[src/rtl/ad9958_spi_serializer_if.sv]
// Core-to-serializer handshake and the AD9958 4-bit serial pins, bundled as one interface.
// The serializer is the slave; the sequencing core / DDS side is the master.
interface ad9958_spi_serializer_if;
  logic        trigger;
  logic [4:0]  packs_to_send;
  logic [63:0] data_input;
  logic        busy;
  logic        sclk;
  logic        cs_n;
  logic [3:0]  sdio;

  modport master (
    output trigger, packs_to_send, data_input,
    input  busy, sclk, cs_n, sdio
  );

  modport slave (
    input  trigger, packs_to_send, data_input,
    output busy, sclk, cs_n, sdio
  );
endinterface

[src/rtl/ad9958_spi_serializer.sv]
// AD9958 4-bit-mode serial port driver: shifts up to 16 nibbles MSB-first and
// keeps CS_N low for CS_HOLD_CYCLES after a transfer so follow-up bytes chain.
module ad9958_spi_serializer #(
  parameter int SCLK_DIV       = 2,
  parameter int CS_HOLD_CYCLES = 16
) (
  input  logic                         clock,
  input  logic                         reset_n,
  ad9958_spi_serializer_if.slave       bus
);

  typedef enum logic [2:0] {
    IDLE    = 3'd0,
    SETUP   = 3'd1,
    SCLK_HI = 3'd2,
    SCLK_LO = 3'd3,
    HOLD    = 3'd4
  } state_t;

  state_t      state_q;
  logic [63:0] shift_q;
  logic [4:0]  remaining_q;
  logic [7:0]  cnt_q;
  logic [9:0]  idle_q;
  logic        busy_q;
  logic        sclk_q;
  logic        cs_n_q;
  logic [3:0]  sdio_q;

  logic [4:0]  packs_d;
  logic [6:0]  shamt_d;
  logic [63:0] aligned_d;
  logic        start_d;
  logic        half_done_d;
  logic [9:0]  idle_d;

  // Payload is right-aligned on the input; move it to the top so nibbles leave MSB-first.
  assign packs_d     = (bus.packs_to_send > 5'd16) ? 5'd16 : bus.packs_to_send;
  assign shamt_d     = 7'd64 - {packs_d, 2'b00};
  assign aligned_d   = bus.data_input << shamt_d;
  assign start_d     = bus.trigger && (packs_d != 5'd0);
  assign half_done_d = (cnt_q == 8'(SCLK_DIV - 1));
  assign idle_d      = (idle_q == 10'h3FF) ? idle_q : idle_q + 10'd1;

  always_ff @(posedge clock or negedge reset_n) begin
    if (!reset_n) begin
      state_q     <= IDLE;
      shift_q     <= '0;
      remaining_q <= '0;
      cnt_q       <= '0;
      idle_q      <= '0;
      busy_q      <= 1'b0;
      sclk_q      <= 1'b0;
      cs_n_q      <= 1'b1;
      sdio_q      <= '0;
    end else begin
      case (state_q)
        IDLE, HOLD: begin
          if (start_d) begin
            shift_q     <= aligned_d;
            remaining_q <= packs_d;
            sdio_q      <= aligned_d[63:60];
            cs_n_q      <= 1'b0;
            busy_q      <= 1'b1;
            sclk_q      <= 1'b0;
            cnt_q       <= '0;
            idle_q      <= '0;
            state_q     <= SETUP;
          end else if (state_q == HOLD) begin
            // A trigger on the timeout edge is handled above, so CS_N stays low then.
            idle_q <= idle_d;
            if (idle_d == 10'(CS_HOLD_CYCLES)) begin
              cs_n_q  <= 1'b1;
              sdio_q  <= '0;
              state_q <= IDLE;
            end
          end
        end

        SETUP, SCLK_LO: begin
          if (half_done_d) begin
            cnt_q   <= '0;
            sclk_q  <= 1'b1;
            state_q <= SCLK_HI;
          end else begin
            cnt_q <= cnt_q + 8'd1;
          end
        end

        SCLK_HI: begin
          if (half_done_d) begin
            cnt_q  <= '0;
            sclk_q <= 1'b0;
            if (remaining_q == 5'd1) begin
              remaining_q <= '0;
              busy_q      <= 1'b0;
              idle_q      <= '0;
              state_q     <= HOLD;
            end else begin
              // Next nibble goes out on the falling SCLK so it is stable at the next rise.
              remaining_q <= remaining_q - 5'd1;
              shift_q     <= shift_q << 4;
              sdio_q      <= shift_q[59:56];
              state_q     <= SCLK_LO;
            end
          end else begin
            cnt_q <= cnt_q + 8'd1;
          end
        end

        default: state_q <= IDLE;
      endcase
    end
  end

  assign bus.busy = busy_q;
  assign bus.sclk = sclk_q;
  assign bus.cs_n = cs_n_q;
  assign bus.sdio = sdio_q;

endmodule

[src/flat_wrapper.sv]
// flat-port wrapper written by rule: the top's interface ports become plain ports
module ad9958_spi_serializer_flat 
#(
  parameter int SCLK_DIV       = 2,
  parameter int CS_HOLD_CYCLES = 16
)
  (clock, reset_n, bus_trigger, bus_packs_to_send, bus_data_input, bus_busy, bus_sclk, bus_cs_n, bus_sdio);
  ad9958_spi_serializer_if bus_i ();
  input  logic clock;
  input  logic reset_n;
  input wire logic [$bits(bus_i.trigger)-1:0] bus_trigger;
  input wire logic [$bits(bus_i.packs_to_send)-1:0] bus_packs_to_send;
  input wire logic [$bits(bus_i.data_input)-1:0] bus_data_input;
  output wire logic [$bits(bus_i.busy)-1:0] bus_busy;
  output wire logic [$bits(bus_i.sclk)-1:0] bus_sclk;
  output wire logic [$bits(bus_i.cs_n)-1:0] bus_cs_n;
  output wire logic [$bits(bus_i.sdio)-1:0] bus_sdio;
  assign bus_i.trigger = bus_trigger;
  assign bus_i.packs_to_send = bus_packs_to_send;
  assign bus_i.data_input = bus_data_input;
  assign bus_busy = bus_i.busy;
  assign bus_sclk = bus_i.sclk;
  assign bus_cs_n = bus_i.cs_n;
  assign bus_sdio = bus_i.sdio;
  ad9958_spi_serializer #(.SCLK_DIV(SCLK_DIV), .CS_HOLD_CYCLES(CS_HOLD_CYCLES)) u_core (.clock(clock), .reset_n(reset_n), .bus(bus_i));
endmodule
[config.mk]
export PLATFORM = sky130hd
export DESIGN_NAME = ad9958_spi_serializer_flat
export DESIGN_NICKNAME = d
export VERILOG_FILES = /design/src/rtl/ad9958_spi_serializer_if.sv /design/src/rtl/ad9958_spi_serializer.sv /design/src/flat_wrapper.sv
export SDC_FILE = /design/constraint.sdc
export NUM_CORES = 1
export LEC_CHECK = 0
export ABC_AREA = 1
export BUFFER_PORTS_ARGS = -buffer_cell sky130_fd_sc_hd__clkbuf_2
export CORE_MARGIN = 3
export CORE_UTILIZATION = 48
export CTS_CLUSTER_DIAMETER = 40
export DETAILED_ROUTE_END_ITERATION = 6
export PLACE_DENSITY = 0.75
export SKIP_CTS_REPAIR_TIMING = 1
export SYNTH_ARGS = -nofsm -noshare
export SYNTH_HDL_FRONTEND = slang
export SYNTH_SLANG_ARGS = --single-unit
export TNS_END_PERCENT = 1
[constraint.sdc]
create_clock -name clock -period 2.2 [get_ports clock]
set_input_delay 0.11 -clock clock [delete_from_list [all_inputs] [get_ports clock]]
set_output_delay 0.11 -clock clock [all_outputs]
set_load 0.005 [all_outputs]
==> impl_metrics.env <==
export IMPL_outcome="finished clean"
export IMPL_critical_path_cell_chain="clkbuf_2 > nor2_4 > nand2_2 > nand2_4 > nand2_4 > ha_4 > nand3_2 > inv_2 > ha_4 > nor2_4 > inv_2 > nor2_4 > nor2_4 > inv_4 > nand2_4 > nor2_8 > nand2_8 > buf_12 > buf_4 > buf_4 > a21oi_2 > a21oi_2"
export IMPL_yosysUniqueCellTypes=46
export IMPL_async_reset_ff_share_pct=100
export IMPL_yosysTopAreaCell="dfrtp_1"
export IMPL_cap_violations=0
export IMPL_gr_max_usage_layer="met2"
export IMPL_critPathSlowestCell="buf_4"
export IMPL_core_area_um2=15300
export IMPL_gp_congestion=0.920
export IMPL_finalSetupViolCount=0
export IMPL_yosys_most_used_dff="dfrtp_1"
export IMPL_syn2layout_area_growth_pct=19.7
export IMPL_end_kind="flop"
export IMPL_grtUsageMet3_pct=4.54
export IMPL_met2_usage_pct=40.8
export IMPL_io_buffers=78
export IMPL_finalNonFillerCells=1464
export IMPL_drt_pass1_iter_count=5
export IMPL_cts_tree="done"
export IMPL_avgSynthCellArea_um2=6.61
export IMPL_seq_area_frac_synth_pct=30.7
export IMPL_p_per_area_nw_per_um2=534
export IMPL_tightestPinTransition_ns=0.828
export IMPL_grt_usage_pct=25.8
export IMPL_io_pins=79
export IMPL_slew_headroom_pct=44.8
export IMPL_cp_data_arrival_time_ns=2.35
export IMPL_finalCritPeriodShare_pct=96.3
export IMPL_period_needed_ns=2.12
export IMPL_ys_warn_count=0
export IMPL_cp_start_kind="input pin"
export IMPL_antenna_left=0
export IMPL_crit_required_ns=2.43
export IMPL_die_area_um2=17400
export IMPL_antenna_found_initial=0
export IMPL_synth_nets=1228
export IMPL_tns_ns=0
export IMPL_clock_latency_ns=0.34
export IMPL_numPlacedInstances=1434
export IMPL_clkTransAtPathRegs_ns=0.07
export IMPL_cts_sinks=93
export IMPL_drc=0
export IMPL_vias=8289
export IMPL_crit_top_cell="nor2_4"
export IMPL_gr_total_overflow=0
export IMPL_initial_core_util_pct=49.6
export IMPL_gr_usage_met1_pct=36.8
export IMPL_nNetsFinal=1327
export IMPL_hold_path_class="in -> reg"
export IMPL_dp_hpwl_mm=16.4
export IMPL_drt_iter0_drc=939
export IMPL_cp_max_fo=7
export IMPL_syn_area_um2=7590
export IMPL_fmax_ghz=0.472
export IMPL_slowest_delay_ns=0.17
export IMPL_synth_top_area_share_pct=30.3
export IMPL_finalHoldViolCount=0
export IMPL_critPathBufInv=7
export IMPL_grt_max_degree=90
export IMPL_drt_total_wl_mm=23.2
export IMPL_htreeDepth=3
export IMPL_rsz0062_at_grt="yes"
export IMPL_cts_root_buf="clkbuf_16"
export IMPL_utilization_pct=59.3
export IMPL_syn_instance_count=1149
export IMPL_clock_path_buffers=2
export IMPL_grt_pass1_vias=7426
export IMPL_diodes=0
export IMPL_critPathTopFamily="simple AND/OR/NAND/NOR gates"
export IMPL_drv_slew=0
export IMPL_fp_dieH_um=132
export IMPL_synth_area_top_cells="dfrtp_1 30%, nand2_1 16%, nand3_1 14%"
export IMPL_irDropWorstVdd_mv=0.367
export IMPL_p_leak_nw=4.56
export IMPL_layout_drive_gt1_share_pct=23.2
export IMPL_ys_ff_latch=93
export IMPL_vias_per_cell=5.66
export IMPL_rows=45
export IMPL_synth_edf_count=0
export IMPL_die_w_um=132
export IMPL_wl_per_cell_um=15.9
export IMPL_grt_pass1_wl_mm=37.4
export IMPL_fin_worst_skew_ns=0.00877
export IMPL_cts_buffers=9
export IMPL_worstSetupPathType="in -> reg"
-- final timing paths --
kind	slack [ns]	to	from	cells past startpoint
min in group asynchronous	0.29	u_core.shift_q[34]	reset_n	2
worst min register to register	0.48	u_core.cnt_q[3]	u_core.cnt_q[3]	1
max in group asynchronous	1.22	u_core.shift_q[47]	reset_n	3
worst max-delay path	0.08	u_core.shift_q[8]	bus_packs_to_send[2]	22
worst min-delay path	0.11	u_core.shift_q[0]	bus_data_input[0]	3
worst max register to register	0.13	u_core.shift_q[8]	u_core.cnt_q[1]	14
-- per-layer routing --
metal / up-vias / wire length, µm
li1: 4018 / -
met2: 387 / 10700
met1: 3846 / 10200
met4: 0 / 417
met3: 38 / 1960
met5: - / 0
-- power by group --
part | switching [mW] | total [mW] | internal [mW]
sequential | 0.00670 | 1.72 | 1.72
combinational | 0.904 | 1.39 | 0.490
clock | 0.722 | 1.74 | 1.01
-- cells in the mapped netlist, types with 7 or more instances --
master    count
nand2_1     329
nand4_1       7
a21oi_1      31
o22ai_1      12
dfrtp_1      92
buf_1        13
ha_1          7
nor2_1       76
inv_1        83
o21ai_0      70
clkbuf_1     16
inv_2         7
a21oi_2      65
nand3_1     218
buf_2        29
o211ai_1     13
o21ai_1      13
-- through the flow --
step	setup slack, ns	hold WS [ns]	power, mW	cell area [µm²]
floorplan	-0.159	-0.186	2.59	7650
global placement	-0.168	0.120	3.09	8550
detailed placement	-0.238	0.127	3.10	8550
CTS	0.0769	-0.240	4.83	8880
global route	-0.0316	0.160	5.09	9080
finish	0.0823	0.110	4.86	9080
-- area by class of cell --
type / count / area, µm²
well taps: 211 / 264
multi-input cells: 891 / 4600
flip-flops and latches: 93 / 2330
fillers: 1414 / 6230
repair buffers: 161 / 1210
clock inverters: 7 / 104
clock buffers: 9 / 225
inverters: 92 / 353
-- logic make-up (layout without fill, tap and decap cells) --
| family | count (synthesis) | after routing | synth area share (%) |
|---|---|---|---|
| adders and majority gates | 7 | 7 | 1.15 |
| and+or+nand+nor | 663 | 663 | 38.3 |
| DFF | 93 | 93 | 30.7 |
| AOI/OAI and AO/OA | 216 | 216 | 18.9 |
| xor gates and xnor gates | 5 | 5 | 0.577 |
| buffers and inverters | 165 | 269 | 10.4 |
-- flip-flops by register name (all words and copies together), names as in the netlist --
| signal | cells |
|---|---|
| u_core.state_q | 3 |
| u_core.bus.sclk | 1 |
| u_core.bus.cs_n | 1 |
| u_core.remaining_q | 5 |
| u_core.cnt_q | 8 |
| u_core.idle_q | 10 |
| u_core.shift_q | 60 |
| u_core.bus.busy | 1 |
| u_core.bus.sdio | 4 |
-- placed cells by master (no fill, tap or decap), drive strengths merged, types with 2 or more instances in the layout --
cell	instances
nand2	337
nand3	219
a21oi	97
inv	95
dfrtp	92
clkbuf	87
nor2	83
o21ai	83
buf	82
o211ai	13
o22ai	12
nand4	7
nor3	7
ha	7
or2	5
xor2	3
nand3b	3
o22a	3
a22oi	3
xnor2	2
o221ai	2
bufinv	2
clkinv	2
-- worst min-delay path: cells and delay by family --
kind | cells | cell delay (ns)
AOI/OAI and AO/OA | 1 | 0.08
buffers and inverters | 1 | 0.11
and+or+nand+nor | 1 | 0.12
(Power assumes the default switching activity.)
